==> config.mk <==
export PLATFORM = sky130hd
export DESIGN_NAME = dc_filter_mc
export DESIGN_NICKNAME = d
export VERILOG_FILES = /design/src/rtl/dc_filter_mc.sv
export SDC_FILE = /design/constraint.sdc
export NUM_CORES = 1
export LEC_CHECK = 0
export ABC_AREA = 1
export BUFFER_PORTS_ARGS = -buffer_cell sky130_fd_sc_hd__buf_2
export CORE_MARGIN = 5
export CORE_UTILIZATION = 60
export CTS_CLUSTER_DIAMETER = 80
export DETAILED_ROUTE_END_ITERATION = 7
export PLACE_DENSITY = 0.8
export SLEW_MARGIN = 20
export SYNTH_ARGS = -nofsm -noshare
export SYNTH_HDL_FRONTEND = slang
export SYNTH_SLANG_ARGS = --single-unit
==> constraint.sdc <==
create_clock -name CLK_24M -period 5 [get_ports CLK_24M]
set_clock_uncertainty 0.15 [all_clocks]
set_input_delay 0 -clock CLK_24M [delete_from_list [all_inputs] [get_ports CLK_24M]]
set_output_delay 0 -clock CLK_24M [all_outputs]
set_load 0.005 [all_outputs]
==> src/rtl/dc_filter_mc.sv <==
// Time-multiplexed multi-channel DC-blocking filter: one shared leaky-integrator datapath stepped across N_CH channels.
// Build option: define DC_FILTER_MC_SAT_EN to saturate outputs; otherwise outputs wrap to DATA_W bits.
module dc_filter_mc #(
    parameter int DATA_W  = 9,
    parameter int N_CH    = 4,
    parameter int K_SHIFT = 10
) (
    input  logic                     CLK_24M,
    input  logic                     reset,
    input  logic                     enable_3M,
    input  logic [N_CH*DATA_W-1:0]   c_data,
    input  logic                     freeze,
    output logic [N_CH*DATA_W-1:0]   o_data,
    output logic                     o_valid,
    output logic                     busy,
    output logic                     overrun
);

    // state | meaning
    // IDLE  | waiting for enable_3M, captures c_data
    // CALC  | one channel per cycle, idx_q = channel
    // DONE  | publish results, pulse o_valid
    localparam int ACC_W = DATA_W + K_SHIFT + 1;
    localparam int IDX_W = (N_CH > 1) ? $clog2(N_CH) : 1;
    localparam logic [IDX_W-1:0] LAST_IDX = IDX_W'(N_CH - 1);

    typedef enum logic [1:0] {IDLE, CALC, DONE} state_t;

    state_t                   state_q, state_d;
    logic [IDX_W-1:0]         idx_q, idx_d;
    logic [N_CH*DATA_W-1:0]   x_q, x_d;
    logic [N_CH*DATA_W-1:0]   res_q, res_d;
    logic [N_CH*DATA_W-1:0]   o_data_q, o_data_d;
    logic                     o_valid_q, o_valid_d;
    logic                     overrun_q, overrun_d;
    logic signed [ACC_W-1:0]  acc_q [N_CH];

    logic signed [DATA_W-1:0] x_cur;
    logic signed [ACC_W-1:0]  acc_cur;
    logic signed [ACC_W-1:0]  dc_full;
    logic signed [ACC_W-1:0]  acc_next;
    logic [DATA_W-1:0]        y_red;
    logic                     acc_we;

    always_comb begin
        x_cur    = x_q[int'(idx_q)*DATA_W +: DATA_W];
        acc_cur  = acc_q[idx_q];
        dc_full  = acc_cur >>> K_SHIFT;
        acc_next = acc_cur + ACC_W'(x_cur) - dc_full;
    end

`ifdef DC_FILTER_MC_SAT_EN
    localparam int Y_W = DATA_W + 1;
    localparam logic signed [Y_W-1:0] Y_MAX = Y_W'((1 << (DATA_W - 1)) - 1);
    localparam logic signed [Y_W-1:0] Y_MIN = Y_W'(-(1 << (DATA_W - 1)));
    logic signed [Y_W-1:0] y_full;

    always_comb begin
        y_full = Y_W'(x_cur) - dc_full[Y_W-1:0];
        if (y_full > Y_MAX) begin
            y_red = {1'b0, {(DATA_W-1){1'b1}}};
        end else if (y_full < Y_MIN) begin
            y_red = {1'b1, {(DATA_W-1){1'b0}}};
        end else begin
            y_red = y_full[DATA_W-1:0];
        end
    end
`else
    // Low DATA_W bits of the DATA_W+1 difference are all a wrapping output needs.
    always_comb begin
        y_red = x_cur - dc_full[DATA_W-1:0];
    end
`endif

    always_comb begin
        state_d   = state_q;
        idx_d     = idx_q;
        x_d       = x_q;
        res_d     = res_q;
        o_data_d  = o_data_q;
        o_valid_d = 1'b0;
        overrun_d = overrun_q;
        acc_we    = 1'b0;
        case (state_q)
            IDLE: begin
                if (enable_3M) begin
                    x_d     = c_data;
                    idx_d   = '0;
                    state_d = CALC;
                end
            end
            CALC: begin
                res_d[int'(idx_q)*DATA_W +: DATA_W] = y_red;
                acc_we = !freeze;
                if (enable_3M) overrun_d = 1'b1;
                if (idx_q == LAST_IDX) begin
                    idx_d   = '0;
                    state_d = DONE;
                end else begin
                    idx_d = idx_q + 1'b1;
                end
            end
            DONE: begin
                o_data_d  = res_q;
                o_valid_d = 1'b1;
                if (enable_3M) overrun_d = 1'b1;
                state_d   = IDLE;
            end
            default: state_d = IDLE;
        endcase
    end

    always_ff @(posedge CLK_24M) begin
        if (reset) begin
            state_q   <= IDLE;
            idx_q     <= '0;
            x_q       <= '0;
            res_q     <= '0;
            o_data_q  <= '0;
            o_valid_q <= 1'b0;
            overrun_q <= 1'b0;
            for (int i = 0; i < N_CH; i++) acc_q[i] <= '0;
        end else begin
            state_q   <= state_d;
            idx_q     <= idx_d;
            x_q       <= x_d;
            res_q     <= res_d;
            o_data_q  <= o_data_d;
            o_valid_q <= o_valid_d;
            overrun_q <= overrun_d;
            if (acc_we) acc_q[idx_q] <= acc_next;
        end
    end

    assign o_data  = o_data_q;
    assign o_valid = o_valid_q;
    assign overrun = overrun_q;
    assign busy    = (state_q != IDLE);

endmodule

---- Word level (Yosys, flattened, before mapping) ----
Memories as Yosys holds them, arrays and structs flattened. A register that Yosys moved wholly into a read port is not among the register bits.
Index checks and enable logic that the tools add are counted.
word-level totals
  bits in registers ....................... 114
  bits in latches ......................... 0
  memory bits (writable) .................. 80
  bits in read-only memories .............. 0
  bits of input ports ..................... 40
  word-level logic and storage cells ...... 51
  memories kept ........................... 1
cells by class
  add/subtract/negate cells ............... 5
  multipliers ............................. 1
  div/mod/pow operators ................... 0
  $lt $le $gt $ge ......................... 0
  equality and inequality tests ........... 5
  shift operators ......................... 3
  mux-type cells .......................... 19
  bitwise gates (word level) .............. 0
  reductions and logical operators ........ 10
memories
  memory  depth  bits a word  read ports  clocked after memory_dff  write ports  line  source
  acc_q   4      20           1           1                         4            36    logic signed [ACC_W-1:0] acc_q [N_CH];
operators with widths
  cell                     count
  $bwmux 36                1
  $shift 9x33->36 const A  1
  $shiftx 36x7->9          1
  $shiftx 9x33->36         1
  $neg 6->33               1
  $add 20x9->20            1
  $mux 20                  1
  $reduce_or 20->1         1
  $sub 20x10->20           1
  $mux 2                   7
  $sub 9x9->9              1
  $mux 1                   8
  $pmux 2 s2               2
  $reduce_and 2->1         4
  $mul 2x4->6 const B      1
  $eq 2x2->1 const B       2
  $ne 2x2->1 const B       2
  $reduce_bool 2->1        2
  $add 2x1->2 const B      1
  $eq 2x1->1 const B       1
  $logic_not 2->1          1
  $reduce_or 2->1          1
  $logic_not 1->1          1

---- Logic depth before layout (Yosys ltp) ----
  depth after elaboration ................. 7
  mapped depth ............................ 19

---- Least setup slack after synthesis ----
No wires, ideal clock.
  path type ............................... register -> register
  from .................................... reg idx_q[0]
  to ...................................... mem acc_q[3][11] (netlist name), data pin
  setup time .............................. 0.266 ns
  arrival ................................. 3.357 ns
  required time ........................... 4.584 ns
  path slack .............................. 1.227 ns
  stages on the path, launching flop included .. 17
  path buffers ............................ 2
  cell sequence ........................... dfxtp_1 -> buf_2 -> buf_2 -> nand2_1 -> a32oi_1 -> inv_1 -> fa_1 -> inv_1 -> ha_1 -> nand2_2 -> inv_1 -> nand2_1 -> nand2_1 -> inv_2 -> nand3_2 -> xnor2_1 -> nor2_1
RTL lines
  what                    line  source
  start, declared         30    logic [IDX_W-1:0] idx_q, idx_d;
  start signal, assigned  125   idx_q <= idx_d;
  end, declared           36

==> impl_metrics.py <==
metrics = {
    "run_status": {
        "status": "finished clean",
    },
    "cts": {
        "cts_buffers": 17,
        "hold_buffers": 39,
        "path_clk_slew_ns": 0.08,
        "cts.htree.levels": 4,
        "insertion_delay_ns": 0.45,
        "tritoncts": "yes",
        "cts_setup_buffers": 0,
        "ctsResizeCount": 0,
        "cts-root-buf": "clkbuf_16",
        "cts_sinks": 196,
        "cts.path.max_buffers": 2,
    },
    "drt": {
        "dr.pass1.iters": 6,
        "drt-initial-drc-count": 840,
        "wl_per_cell_um": 16.6,
        "via_per_inst": 5.60,
        "wirelength_um": 25300,
        "via_count": 8575,
        "antenna_left": 0,
        "drc": 0,
    },
    "synth": {
        "syn_nets": 1307,
        "ys_seq_area_share_pct": 47.4,
        "synth_cells": 1208,
        "synth_area_sq_um": 9960,
        "ys_ff_latch": 196,
        "yosys_warnings": 0,
        "syn_area_per_cell_sq_um": 8.24,
        "ys_types": 40,
    },
    "floorplan": {
        "io_pins": 79,
        "fp.dieH_um": 139,
        "start_util_pct": 60.7,
        "core_area_sq_um": 16400,
        "dieArea_sq_um": 19300,
        "num_rows": 47,
        "die_w_um": 139,
    },
    "setup_path": {
        "crit_slowest_cell": "fa_1",
        "cp_cell_sequence": "inv_1 > a32oi_1 > inv_1 > fa_1 > inv_1 > ha_1 > nand2_1 > nor2_2 > inv_1 > nor2_2 > nand3b_1 > nand3_1 > nand2_1 > nand3_2 > nor2_1",
        "path_common_cell": "inv_1",
        "critical_path_required_ns": 5.03,
        "slowest_delay_ns": 0.63,
        "start_kind": "flop",
        "cp.arrival_ns": 4.40,
        "path_max_fanout": 16,
        "endpoint_kind": "flop",
        "crit_type": "reg2reg",
    },
    "global_routing": {
        "grt_max_degree": 79,
        "antenna_found_initial": 0,
        "grt_pass1_vias": 8127,
        "track_usage_pct": 26.5,
        "grt_first_pass_wirelength_um": 41200,
        "overflow": 0,
    },
    "finish": {
        "area_delta_synth_final_pct": 14.9,
        "final_cell_mix": "274 x nor2_1, 209 x nand2_1, 116 x dfxtp_1",
        "drive_gt1_share_pct": 13.0,
        "fin_nets": 1396,
        "final_common_cell": "nor2_1",
        "diodes": 0,
    },
    "place": {
        "io_buffers": 78,
        "pre_cts_ws_ns": 0.656,
        "place_congestion": 0.943,
        "hpwl_um": 17000,
    },
    "min_path": {
        "worstHoldPathType": "in2reg",
    },
    "timing": {
        "setup_viol": 0,
        "hold_viol": 0,
        "fin_crit_ns": 4.37,
        "worst_slew_pin_slew_ns": 1.05,
        "finalSetupTns_ns": 0,
        "slew_violations": 0,
        "max_slew_margin_pct": 29.6,
        "finalCritPeriodShare_pct": 87.5,
        "setup_ws_ns": 0.625,
        "rsz0062_at_grt": "no",
        "clock.fmax_mhz": 229,
    },
    "power": {
        "ir_worst_vdd_mv": 0.406,
        "leakage_nw": 5.07,
        "p_per_area_nw_per_um2": 496,
        "power_mw": 5.67,
    },
    "run": {
        "cap_violations": 0,
    },
}
## worst max-delay path, delay by kind of cell, from the launching register on
family	cells	cell delay [ns]
buf+inv	4	0.91
compound gates	1	0.61
flops	1	0.56
fa+ha+maj	2	1.01
simple gates	8	0.86
## synthesized netlist by cell type (all sizes together)
library cell | n | share of area (%)
a21oi | 68 | 3.5
a22oi | 4 | 0.30
a32o | 9 | 0.90
a32oi | 4 | 0.35
buf | 30 | 1.4
clkbuf | 27 | 1.0
dfxtp | 116 | 23
edfxtp | 80 | 24
fa | 20 | 4.0
ha | 39 | 4.9
inv | 96 | 3.7
nand2 | 221 | 8.7
nand3 | 46 | 3.0
nand3b | 4 | 0.30
nand4 | 9 | 0.57
nor2 | 284 | 11
nor3 | 3 | 0.26
nor4 | 3 | 0.34
o21a | 1 | 0.075
o21ai | 110 | 5.5
o21bai | 3 | 0.26
o22ai | 16 | 1.0
or2 | 1 | 0.063
xnor2 | 10 | 0.88
xor2 | 4 | 0.35
## cells by family after synthesis
kind of cell | synth area share (%)
simple gates | 24.3
compound gates | 11.9
flops | 47.4
buf+inv | 6.14
fa+ha+maj | 8.92
xor+xnor | 1.23
## final timing paths
path / from / endpoint / slack [ns] / cells past startpoint
min: freeze / acc_q[3][1] / 0.07 / 4
max reg2reg: idx_q[1] / acc_q[1][19] / 0.63 / 15
max: idx_q[1] / acc_q[1][19] / 0.63 / 15
min reg2reg: res_q[11] / res_q[11] / 0.32 / 2
## report_power, final
group,internal (mW),switching (mW)
combinational,0.788,1.66
sequential,1.79,0.0590
clock,0.680,0.695
total,3.26,2.41
## routing by layer
metal | GRT usage, % | up-vias | part of all wire, %
met1 | 37.0 | 3991 | 43
met5 | 0 | - | 0
met4 | 8.50 | 0 | 2.1
li1 | - | 4140 | -
met3 | 5.52 | 48 | 8.9
met2 | 41.8 | 396 | 46
## layout make-up
type | instances | area (sq um)
multi-input combinational | 859 | 4620
clock inverter | 15 | 175
inverter | 96 | 365
tap | 220 | 275
sequential | 196 | 4720
clock buffer | 17 | 425
timing repair buffer | 127 | 856
fill | 1259 | 4960
## stage by stage
step / cell area (sq um) / hold slack (ns) / util, % / std cells
3_5_place_dp: 10500 / 0.0889 / 63.7 / 1459
6_report: 11400 / 0.0666 / 69.7 / 1530
2_1_floorplan: 9960 / -0.0105 / - / 1208
5_1_grt: 11400 / 0.0696 / 69.7 / 1530
4_1_cts: 11400 / 0.0567 / 69.7 / 1530
3_3_place_gp: 10500 / 0.0877 / 63.7 / 1459
## sequential cells by signal, summed over array words and instances, names as in the netlist, named ones only
name,flops
state_q,2
x_q,36
o_data,36
idx_q,2
acc_q,80
overrun,1
res_q,36
o_valid,1
No activity file was read; power rests on OpenSTA's default activity.
